File: config.mk
export PLATFORM = sky130hd
export DESIGN_NAME = mux2_tree_rr_arb
export DESIGN_NICKNAME = d
export VERILOG_FILES = /design/src/rtl/mux2_tree_rr_arb_pkg.sv /design/src/rtl/mux2_tree_sel_enc.sv /design/src/rtl/mux2_tree_rr_arb.sv
export SDC_FILE = /design/constraint.sdc
export NUM_CORES = 1
export LEC_CHECK = 0
export ABC_AREA = 1
export BUFFER_PORTS_ARGS = -buffer_cell sky130_fd_sc_hd__buf_4
export CAP_MARGIN = 20
export CORE_MARGIN = 1
export CORE_UTILIZATION = 49
export CTS_BUF_LIST = sky130_fd_sc_hd__clkbuf_8
export DETAILED_ROUTE_END_ITERATION = 12
export MAX_ROUTING_LAYER = met4
export PLACE_DENSITY_LB_ADDON = 0.12
export SLEW_MARGIN = 5
export SYNTH_ARGS = -nofsm -noshare
export SYNTH_HDL_FRONTEND = slang
export SYNTH_HIERARCHICAL = 1
export SYNTH_SLANG_ARGS = --single-unit
File: constraint.sdc
create_clock -name clk -period 1.4 [get_ports clk]
set_input_delay 0.28 -clock clk [delete_from_list [all_inputs] [get_ports clk]]
set_output_delay 0.28 -clock clk [all_outputs]
set_load 0.005 [all_outputs]
File: src/rtl/mux2_tree_rr_arb_pkg.sv
// Shared types and tree arithmetic for the 2:1 mux tree and its drivers.
// The tree has 2*N-1 nodes; inputs are nodes 0..N-1 and the root is the last node.
package mux2_tree_rr_arb_pkg;

    typedef enum logic {
        IDLE  = 1'b0,
        GRANT = 1'b1
    } arb_state_e;

    function automatic int clog2(input int n);
        int r;
        r = 0;
        while ((1 << r) < n) r++;
        return r;
    endfunction

    function automatic int node_count(input int n);
        return 2 * n - 1;
    endfunction

    function automatic int root_node(input int n);
        return 2 * n - 2;
    endfunction

    // First mux index of tree level l (level 0 sits on the inputs).
    function automatic int level_base(input int n, input int l);
        return n - (n >> l);
    endfunction

endpackage

File: src/rtl/mux2_tree_sel_enc.sv
// Combinational index -> per-mux select vector for a binary 2:1 mux tree.
// Each level l steers mux base(l) + (idx >> (l+1)) with bit idx[l].
module mux2_tree_sel_enc
    import mux2_tree_rr_arb_pkg::*;
#(
    parameter int NUM_INPUTS = 4,
    localparam int IDX_W = clog2(NUM_INPUTS)
) (
    input  logic [IDX_W-1:0]      idx,
    output logic [NUM_INPUTS-2:0] sels
);

    always_comb begin
        sels = '0;
        for (int l = 0; l < IDX_W; l++) begin
            for (int j = 0; j < NUM_INPUTS - 1; j++) begin
                if (j == level_base(NUM_INPUTS, l) + (int'(idx) >> (l + 1))) begin
                    sels[j] = ((int'(idx) >> l) & 1) != 0;
                end
            end
        end
    end

endmodule

File: src/rtl/mux2_tree_rr_arb.sv
// Round-robin arbiter driving a 2:1 mux tree select vector.
// Grant is held under valid/ready; the pointer advances past the winner on transfer.
module mux2_tree_rr_arb
    import mux2_tree_rr_arb_pkg::*;
#(
    parameter int NUM_INPUTS = 4,
    localparam int IDX_W = clog2(NUM_INPUTS)
) (
    input  logic                  clk,
    input  logic                  rst,
    input  logic [NUM_INPUTS-1:0] req,
    input  logic                  out_ready,
    output logic [NUM_INPUTS-2:0] sels,
    output logic [NUM_INPUTS-1:0] grant,
    output logic [IDX_W-1:0]      grant_idx,
    output logic                  out_valid,
    output logic [NUM_INPUTS-1:0] ack
);

    arb_state_e            state_q, state_d;
    logic [IDX_W-1:0]      ptr_q, ptr_d;
    logic [NUM_INPUTS-1:0] grant_q, grant_d;
    logic [IDX_W-1:0]      grant_idx_q, grant_idx_d;
    logic [NUM_INPUTS-2:0] sels_q, sels_d;

    logic [IDX_W-1:0]      pick_idx;
    logic [IDX_W-1:0]      cand;
    logic [NUM_INPUTS-2:0] pick_sels;
    logic                  xfer;

    // Descending scan so the requester nearest to ptr wins; index math wraps
    // naturally because NUM_INPUTS is a power of two.
    always_comb begin
        pick_idx = ptr_q;
        cand     = ptr_q;
        for (int i = NUM_INPUTS - 1; i >= 0; i--) begin
            cand = ptr_q + IDX_W'(i);
            if (req[cand]) pick_idx = cand;
        end
    end

    mux2_tree_sel_enc #(
        .NUM_INPUTS(NUM_INPUTS)
    ) u_sel_enc (
        .idx  (pick_idx),
        .sels (pick_sels)
    );

    assign xfer = (state_q == GRANT) && out_ready;

    always_comb begin
        state_d     = state_q;
        ptr_d       = ptr_q;
        grant_d     = grant_q;
        grant_idx_d = grant_idx_q;
        sels_d      = sels_q;
        unique case (state_q)
            IDLE: begin
                if (|req) begin
                    state_d     = GRANT;
                    grant_d     = NUM_INPUTS'(1) << pick_idx;
                    grant_idx_d = pick_idx;
                    sels_d      = pick_sels;
                end
            end
            GRANT: begin
                if (xfer) begin
                    state_d     = IDLE;
                    ptr_d       = grant_idx_q + IDX_W'(1);
                    grant_d     = '0;
                    grant_idx_d = '0;
                    sels_d      = '0;
                end
            end
            default: state_d = IDLE;
        endcase
    end

    always_ff @(posedge clk or posedge rst) begin
        if (rst) begin
            state_q     <= IDLE;
            ptr_q       <= '0;
            grant_q     <= '0;
            grant_idx_q <= '0;
            sels_q      <= '0;
        end else begin
            state_q     <= state_d;
            ptr_q       <= ptr_d;
            grant_q     <= grant_d;
            grant_idx_q <= grant_idx_d;
            sels_q      <= sels_d;
        end
    end

    assign out_valid = (state_q == GRANT);
    assign grant     = grant_q;
    assign grant_idx = grant_idx_q;
    assign sels      = sels_q;
    assign ack       = xfer ? grant_q : '0;

endmodule
==> results.py, run 1 <==
metrics = {
    "final_layout": {
        "fin_nets": 164,
        "n_antenna_cell": 0,
        "final_util": 0.782,
        "fin_cells": 171,
        "final_layout_size_suffix_gt1_frac": 0.542,
        "regArea_um2": 303,
        "multi_input_area_um2": 503,
        "synthToLayoutAreaGrowth_pct": 44.2,
        "nFillCells": 116,
        "final_area_um2": 1200,
    },
    "power": {
        "seq_power_share": 0.217,
        "p_clk_frac": 0.101,
        "p_sw_frac": 0.484,
        "power.switching_mw": 1.46,
        "power.internal_mw": 1.56,
        "cellLeakagePower_nw": 0.691,
        "ir_drop_v": 0.00133,
        "power-per-cell-area_nw_per_um2": 2510,
        "combPwrFrac": 0.682,
    },
    "critical_path": {
        "timing_worst_setup_path_type": "flip-flop to flip-flop",
        "arrival_ns": 1.68,
        "start_kind": "flip-flop",
        "crit_required_ns": 1.53,
        "r2r_start": "ptr_q[0]",
        "r2r_slack_ns": -0.15,
        "r2r_cells": 14,
        "setup.worst_path.end_class": "flip-flop",
        "worstPathMaxFanout": 8,
        "regToRegEndpoint": "sels[1]",
    },
    "yosys": {
        "syn_avg_cell_area_um2": 6.97,
        "yosys_warnings": 6,
        "async_reset_ff_frac": 1.00,
        "yosysMostFrequentCell": "nand2_1",
        "syn-num-nets": 127,
        "synth_edf_count": 0,
        "ys_top_cells_by_count": "46 x nand2_1, 19 x nand2_2, 14 x inv_1, 12 x dfrtp_1, 7 x nand3_1",
        "ys_types": 19,
        "synth_top_area_cell": "dfrtp_1",
        "synth_flop_cell": "dfrtp_1",
        "ys_seq_area_frac": 0.359,
        "netlist_area_um2": 836,
        "netlist.area_leader.share": 0.359,
        "synth.area.top_cells": "dfrtp_1 36%, nand2_1 21%, nand2_2 14%",
        "syn_inst": 120,
        "synth_seq_cells": 12,
    },
    "place": {
        "place_area_um2": 1070,
        "dp.cells": 165,
        "dpl.hpwl_um": 1430,
        "gp_congestion": 0.888,
        "port-buffer-count": 20,
        "pre_cts_ws_ns": -0.178,
    },
    "timing": {
        "worst_slack_ns": -0.149,
        "skew_ns": 0.00317,
        "setup-violations-final": 7,
        "tightest_slew_ns": 0.446,
        "tns_ns": -0.563,
        "rsz0062_at_grt": "yes",
        "slew_headroom": 0.702,
        "period_needed_ns": 1.55,
        "maxSlewViolCount": 0,
        "max_freq_ghz": 0.646,
        "min_period_over_period": 1.11,
        "hold_violations": 0,
    },
    "status": {
        "outcome": "complete, but fails checks",
        "violations": "setup timing",
    },
    "clock_network": {
        "clk_pin_slew_ns": 0.05,
        "clkSinkCount": 12,
        "cts_buffer_depth": 2,
        "cts_root_buffer": "clkbuf_8",
        "htreeDepth": 1,
        "cts_buffers": 3,
        "worstSkewPairLatency_ns": 0.24,
        "tritoncts": "built",
    },
    "grt": {
        "grt_pass1_wl_um": 3230,
        "grt-ovfl-total": 0,
        "grt_pass1_vias": 798,
        "grt_max_degree": 13,
        "antenna_found_initial": 0,
        "grt_use_total": 0.239,
    },
    "route": {
        "wl_per_cell_um": 12.3,
        "drc": 0,
        "num_vias": 858,
        "viasPerCell": 5.02,
        "antenna_left": 0,
        "drtIter0Drc": 15,
        "drt_wl_total_um": 2100,
        "dr.pass1.iters": 4,
    },
    "floorplan": {
        "initial_core_util": 0.542,
        "core-area_um2": 1540,
        "die_y_um": 43.3,
        "chipWidth_um": 43.3,
        "row_count": 14,
        "dieArea_um2": 1870,
        "pin_count": 21,
    },
    "job": {
        "drv_cap": 0,
    },
    "min_path": {
        "hold_path.class": "input port to asynchronous set/reset pin",
    },
}
state kept, by name, indices dropped and copies added, names as in the netlist:
register	cells
ptr_q	2
sels	3
out_valid	1
grant	4
grant_idx	2
layer usage:
layer | GRT usage | vias up | part of all wire
met4 | 0.127 | 0 | 0.025
li1 | - | 430 | -
met1 | 0.282 | 397 | 0.40
met3 | 0.0468 | 7 | 0.048
met2 | 0.382 | 24 | 0.53
met5 | - | - | 0
logic make-up after synthesis:
kind of cell,synth area share
buffers and inverters,0.117
AOI/OAI and AO/OA,0.0524
xor gates and xnor gates,0.0105
DFF,0.359
and+or+nand+nor,0.461
how the worst max path moves through the flow:
stage / startpoint / cells past startpoint / end / slack, ns
6_report: ptr_q[0] / 14 / sels[1] / -0.15
5_1_grt: ptr_q[0] / 14 / sels[1] / -0.23
4_1_cts: ptr_q[0] / 14 / sels[0] / -0.10
3_5_place_dp: ptr_q[0] / 14 / sels[0] / -0.18
3_3_place_gp: ptr_q[0] / 13 / sels[0] / -0.12
2_1_floorplan: ptr_q[0] / 15 / sels[0] / -0.003
placed cells by master (no fill, tap or decap):
cell,count
inv_2,6
nor2_2,1
buf_6,1
inv_8,1
nand3_1,5
buf_4,33
o21ai_0,2
clkbuf_8,3
inv_1,12
xnor2_1,1
nand2_2,23
nor2_1,4
nand2_1,36
dfrtp_2,2
dfrtp_1,10
nand2_4,7
a21oi_2,1
nand4_1,1
nand3_2,4
o21ai_2,1
a41oi_2,1
cell type report:
class | count | share of cell area
clock buffers | 3 | 0.0343
inverters | 19 | 0.0654
multi-input cells | 87 | 0.417
well taps | 16 | 0.0166
flip-flops and latches | 12 | 0.251
repair buffers | 34 | 0.215
stage by stage:
step	hold WS [ns]	total power, mW
floorplan	0.145	1.85
CTS	0.0655	2.74
detailed placement	0.319	2.37
global placement	0.317	2.31
finish	0.0474	3.02
global route	0.103	3.24
worst max-delay path, cell delays in order (launching register included):
cell     delay, ns
dfrtp_2       0.49
inv_8         0.12
nand2_2       0.06
nand2_2       0.08
nand2_2       0.07
nand2_2       0.07
inv_2         0.05
nand2_2       0.08
nand2_2       0.05
nand2_2       0.10
nand2_4       0.08
nand2_2       0.05
inv_1         0.04
nand2_1       0.06
nand2_1       0.06
what timing repair did:
action,in CTS,in global routing
setup buffers,2,1
hold buffers,0,0
pin swaps,3,10
gates resized for setup,3,20
setup endpoints to repair,13,13
power groups by stage:
stage / combinational [mW] / sequential (mW) / clock, mW
floorplan: 1.26 / 0.592 / 0
global placement: 1.69 / 0.628 / 0
detailed placement: 1.73 / 0.638 / 0
CTS: 1.79 / 0.643 / 0.308
global route: 2.25 / 0.674 / 0.321
finish: 2.06 / 0.655 / 0.305
Power figures use the tool's default switching activity.
==> run 2, diff against run 1 <==
--- a/config.mk
+++ b/config.mk
@@ -6,7 +6,7 @@
 export NUM_CORES = 1
 export LEC_CHECK = 0
 export ABC_AREA = 1
-export BUFFER_PORTS_ARGS = -buffer_cell sky130_fd_sc_hd__buf_4
+export BUFFER_PORTS_ARGS = -buffer_cell sky130_fd_sc_hd__buf_2
 export CAP_MARGIN = 20
 export CORE_MARGIN = 1
 export CORE_UTILIZATION = 49
==> results.py, run 2 (synthesis results as in run 1) <==
metrics = {
    "status": {
        "outcome": "complete, but fails checks",
        "violations": "setup timing",
    },
    "timing": {
        "tightest_slew_ns": 0.467,
        "setup-violations-final": 7,
        "max_freq_ghz": 0.673,
        "min_period_over_period": 1.06,
        "rsz0062_at_grt": "yes",
        "period_needed_ns": 1.48,
        "skew_ns": 0.00238,
        "worst_slack_ns": -0.0849,
        "slew_headroom": 0.688,
        "hold_violations": 0,
        "maxSlewViolCount": 0,
        "holdWs_ns": 0.0414,
        "tns_ns": -0.350,
    },
    "route": {
        "num_vias": 842,
        "dr.pass1.iters": 4,
        "drc": 0,
        "viasPerCell": 4.87,
        "drtIter0Drc": 14,
        "antenna_left": 0,
        "wl_per_cell_um": 11.1,
        "drt_wl_total_um": 1930,
    },
    "clock_network": {
        "htreeDepth": 1,
        "worstSkewPairLatency_ns": 0.24,
        "clk_pin_slew_ns": 0.05,
        "cts_buffer_depth": 2,
        "cts_buffers": 3,
        "cts_root_buffer": "clkbuf_8",
        "tritoncts": "built",
        "clkSinkCount": 12,
    },
    "final_layout": {
        "synthToLayoutAreaGrowth_pct": 34.3,
        "regArea_um2": 303,
        "final_layout_size_suffix_gt1_frac": 0.503,
        "multi_input_area_um2": 453,
        "final_util": 0.728,
        "final_common_cell": "nand2_1",
        "fin_nets": 165,
        "n_antenna_cell": 0,
        "largest_reg_flops": 4,
        "nFillCells": 122,
        "final_cell_mix": "42 x nand2_1, 23 x nand2_2, 20 x buf_2, 15 x buf_4, 12 x inv_1",
    },
    "power": {
        "power.internal_mw": 1.50,
        "power.switching_mw": 1.33,
        "cellLeakagePower_nw": 0.669,
        "p_clk_frac": 0.133,
        "combPwrFrac": 0.644,
        "p_sw_frac": 0.470,
        "ir_drop_v": 0.00159,
        "seq_power_share": 0.223,
        "power-per-cell-area_nw_per_um2": 2530,
    },
    "critical_path": {
        "crit_top_cell": "nand2_2",
        "r2r_cells": 14,
        "r2r_start": "ptr_q[0]",
        "regToRegEndpoint": "sels[1]",
        "cp_cell_sequence": "inv_8 > nand2_2 > nand2_2 > nand2_2 > nand2_2 > nand2_2 > nand2_2 > nand2_2 > nand2_2 > nand2_4 > nand2_2 > inv_2 > nand2_1 > nand2_1",
        "start_kind": "flip-flop",
        "arrival_ns": 1.62,
        "crit_family": "simple AND/OR/NAND/NOR gates",
        "timing_worst_setup_path_type": "flip-flop to flip-flop",
        "worstPathMaxFanout": 8,
        "slowest_delay_ns": 0.48,
        "crit_slowest_cell": "dfrtp_2",
        "crit_buf_inv": 2,
        "crit_required_ns": 1.53,
        "setup.worst_path.end_class": "flip-flop",
        "r2r_slack_ns": -0.08,
    },
    "floorplan": {
        "pin_count": 21,
        "core-area_um2": 1540,
        "initial_core_util": 0.542,
        "dieArea_um2": 1870,
        "chipWidth_um": 43.3,
        "die_y_um": 43.3,
        "row_count": 14,
    },
    "place": {
        "dpl.hpwl_um": 1430,
        "port-buffer-count": 20,
        "gp_congestion": 0.883,
    },
    "grt": {
        "grt_max_degree": 13,
        "grt_use_total": 0.259,
        "antenna_found_initial": 0,
        "grt_pass1_vias": 842,
        "grt-ovfl-total": 0,
        "grt_pass1_wl_um": 3530,
    },
    "min_path": {
        "hold_path.class": "input port to asynchronous set/reset pin",
    },
    "job": {
        "drv_cap": 0,
    },
}
-- run 2: cell types whose count changed in the layout (fill, tap and decap cells not counted), moves of 6 or more --
cell | before | now
nand2_1 | 36 | 42
buf_4 | 33 | 15
buf_2 | 0 | 20
nand2_4 | 7 | 1
-- run 2: area by class of cell --
cell class / count / share of cell area
Inverter: 19 / 0.0702
Timing Repair Buffer: 35 / 0.190
Clock buffer: 4 / 0.0491
Multi-Input combinational cell: 87 / 0.404
Tap cell: 16 / 0.0178
Sequential cell: 12 / 0.270
-- run 2: worst max-delay path by stage --
stage / start / to / slack, ns / cells past startpoint
final: ptr_q[0] / sels[1] / -0.08 / 14
after global routing: ptr_q[0] / sels[1] / -0.20 / 13
after CTS: ptr_q[0] / sels[1] / -0.10 / 14
after detailed placement: ptr_q[0] / sels[0] / -0.18 / 13
after global placement: ptr_q[0] / sels[0] / -0.12 / 13
after floorplan: ptr_q[0] / sels[0] / -0.003 / 15
-- run 2: what timing repair did --
| item | in CTS | in global routing |
|---|---|---|
| setup buffers | 2 | 1 |
| pin swaps | 0 | 1 |
| endpoints found under the setup margin | 13 | 13 |
| endpoints found under the hold margin | 0 | 0 |
| hold buffers | 0 | 0 |
| gates resized for setup | 5 | 4 |
-- run 2: routing by layer --
layer  GRT usage  routed length (um)
met5           -                   0
met3      0.0298                  51
met4      0.0909                  29
met1       0.290                 822
met2       0.469                1020
-- run 2: per-stage QoR --
stage          std cells  setup WS, ns  total power [mW]  area, um2
6_report             173       -0.0849              2.84       1120
5_1_grt              173        -0.203              3.12       1120
4_1_cts              172        -0.105              2.78       1110
3_5_place_dp         166        -0.180              2.30       1030
3_3_place_gp         166        -0.122              2.26       1030
2_1_floorplan        120      -0.00275              1.85        836
-- run 2: power by group through the flow --
stage	clock network (mW)	registers [mW]	logic, mW
2_1_floorplan	0	0.592	1.26
3_3_place_gp	0	0.622	1.64
3_5_place_dp	0	0.629	1.68
4_1_cts	0.380	0.627	1.78
5_1_grt	0.398	0.660	2.06
6_report	0.376	0.634	1.83
==> run 3, diff against run 2 <==
==> constraint.sdc (replaced) <==
create_clock -name clk -period 1.4 [get_ports clk]
set_input_delay 0.07 -clock clk [delete_from_list [all_inputs] [get_ports clk]]
set_output_delay 0.07 -clock clk [all_outputs]
set_load 0.005 [all_outputs]
==> results.py, run 3 (synthesis results as in run 1) <==
metrics = {
    "clock_network": {
        "tritoncts": "built",
        "worstSkewPairLatency_ns": 0.23,
        "cts_root_buffer": "clkbuf_8",
        "htreeDepth": 1,
        "cts_buffer_depth": 2,
        "clk_pin_slew_ns": 0.05,
        "clkSinkCount": 12,
        "cts_buffers": 3,
    },
    "place": {
        "dpl.hpwl_um": 1390,
        "gp_congestion": 0.883,
        "place_area_um2": 1010,
        "pre_cts_ws_ns": -0.168,
        "dp.cells": 164,
        "port-buffer-count": 20,
    },
    "floorplan": {
        "chipWidth_um": 43.3,
        "core-area_um2": 1540,
        "dieArea_um2": 1870,
        "row_count": 14,
        "die_y_um": 43.3,
        "initial_core_util": 0.542,
        "pin_count": 21,
    },
    "critical_path": {
        "timing_worst_setup_path_type": "flip-flop to flip-flop",
        "regToRegEndpoint": "sels[1]",
        "setup.worst_path.end_class": "flip-flop",
        "crit_required_ns": 1.52,
        "arrival_ns": 1.67,
        "r2r_cells": 14,
        "endpoint": "sels[1]",
        "r2r_slack_ns": -0.14,
        "start_kind": "flip-flop",
        "r2r_start": "ptr_q[0]",
        "setup.worst_path.start": "ptr_q[0]",
        "worstPathMaxFanout": 8,
    },
    "route": {
        "num_vias": 799,
        "dr.pass1.iters": 4,
        "drtIter0Drc": 12,
        "viasPerCell": 4.76,
        "wl_per_cell_um": 11.7,
        "antenna_left": 0,
        "drc": 0,
        "drt_wl_total_um": 1970,
    },
    "timing": {
        "worst_slack_ns": -0.145,
        "slew_headroom": 0.697,
        "setup-violations-final": 8,
        "max_freq_ghz": 0.647,
        "skew_ns": 0.00233,
        "maxSlewViolCount": 0,
        "holdWs_ns": 0.205,
        "tns_ns": -0.578,
        "tightest_slew_ns": 0.454,
        "period_needed_ns": 1.54,
        "hold_violations": 0,
        "rsz0062_at_grt": "yes",
        "min_period_over_period": 1.10,
    },
    "final_layout": {
        "fin_nets": 161,
        "nFillCells": 128,
        "final_common_cell": "nand2_1",
        "final_area_um2": 1120,
        "synthToLayoutAreaGrowth_pct": 33.7,
        "final_layout_size_suffix_gt1_frac": 0.493,
        "n_antenna_cell": 0,
        "fin_cells": 168,
        "final_cell_mix": "39 x nand2_1, 20 x nand2_2, 20 x buf_2, 12 x inv_1, 11 x dfrtp_1",
        "largest_reg_flops": 4,
        "final_util": 0.725,
    },
    "grt": {
        "top_usage_layer": "met2",
        "grt_use_met3": 0.0255,
        "use_met1": 0.277,
        "grt-ovfl-total": 0,
        "grt_pass1_vias": 755,
        "antenna_found_initial": 0,
        "grt_use_total": 0.236,
        "grt_max_degree": 13,
        "grt_pass1_wl_um": 3200,
        "grt.met2_usage": 0.418,
    },
    "power": {
        "cellLeakagePower_nw": 0.664,
        "ir_drop_v": 0.00161,
        "total_power_mw": 2.83,
        "power-per-cell-area_nw_per_um2": 2530,
    },
    "min_path": {
        "hold_path.class": "input port to flip-flop",
    },
    "job": {
        "drv_cap": 0,
    },
    "status": {
        "outcome": "complete, but fails checks",
        "violations": "setup timing",
    },
}
## run 3: cell count changes in the layout (fill, tap and decap cells not counted)
| cell | before | now |
|---|---|---|
| buf_4 | 15 | 10 |
| dfrtp_1 | 10 | 11 |
| dlygate4sd3_1 | 0 | 1 |
| nand2_4 | 1 | 7 |
| dfrtp_2 | 2 | 1 |
| nand2_1 | 42 | 39 |
| nand2_2 | 23 | 20 |
| clkbuf_8 | 4 | 3 |
## run 3: critical path: stages (launching register included)
cell     delay (ns)
dfrtp_2        0.49
inv_8          0.12
nand2_2        0.07
nand2_2        0.08
nand2_2        0.05
nand2_2        0.07
nand2_2        0.06
nand2_2        0.08
nand2_2        0.05
nand2_2        0.09
nand2_4        0.09
nand2_2        0.07
inv_2          0.03
nand2_1        0.05
nand2_1        0.06
## run 3: how the worst min path moves through the flow
stage,startpoint,end,slack (ns),cells after the start
5_1_grt,out_ready,sels[1],0.21,4
6_report,out_ready,sels[2],0.21,4
3_3_place_gp,rst,out_valid,0.09,2
3_5_place_dp,rst,out_valid,0.10,2
2_1_floorplan,rst,grant[0],-0.07,1
4_1_cts,out_ready,sels[2],0.20,4
## run 3: repair_timing
action / 4_1_cts / 5_1_grt
resized for setup: 3 / 14
setup endpoints to repair: 9 / 9
hold buffers: 1 / 0
endpoints found under the hold margin: 12 / 0
pin swaps: 1 / 8
gates cloned: 0 / 0
buffers inserted: 0 / 0
## run 3: area by class of cell
cell class | instances | area [um2] | share of cell area
well taps | 16 | 20.0 | 0.0179
inverters | 19 | 78.8 | 0.0705
clock buffers | 3 | 41.3 | 0.0370
flip-flops and latches | 12 | 302 | 0.270
multi-input cells | 87 | 490 | 0.439
repair buffers | 31 | 185 | 0.166
## run 3: per-layer routing
layer	vias to the layer above	wire [um]
met1	353	841
li1	429	-
met2	15	1080
met3	2	40
met5	-	0
met4	0	9
## run 3: power by group
group	switching, mW	total, mW	internal, mW
sequential	0.156	0.640	0.484
clock	0.120	0.309	0.189
combinational	1.13	1.88	0.753
total	1.40	2.83	1.43
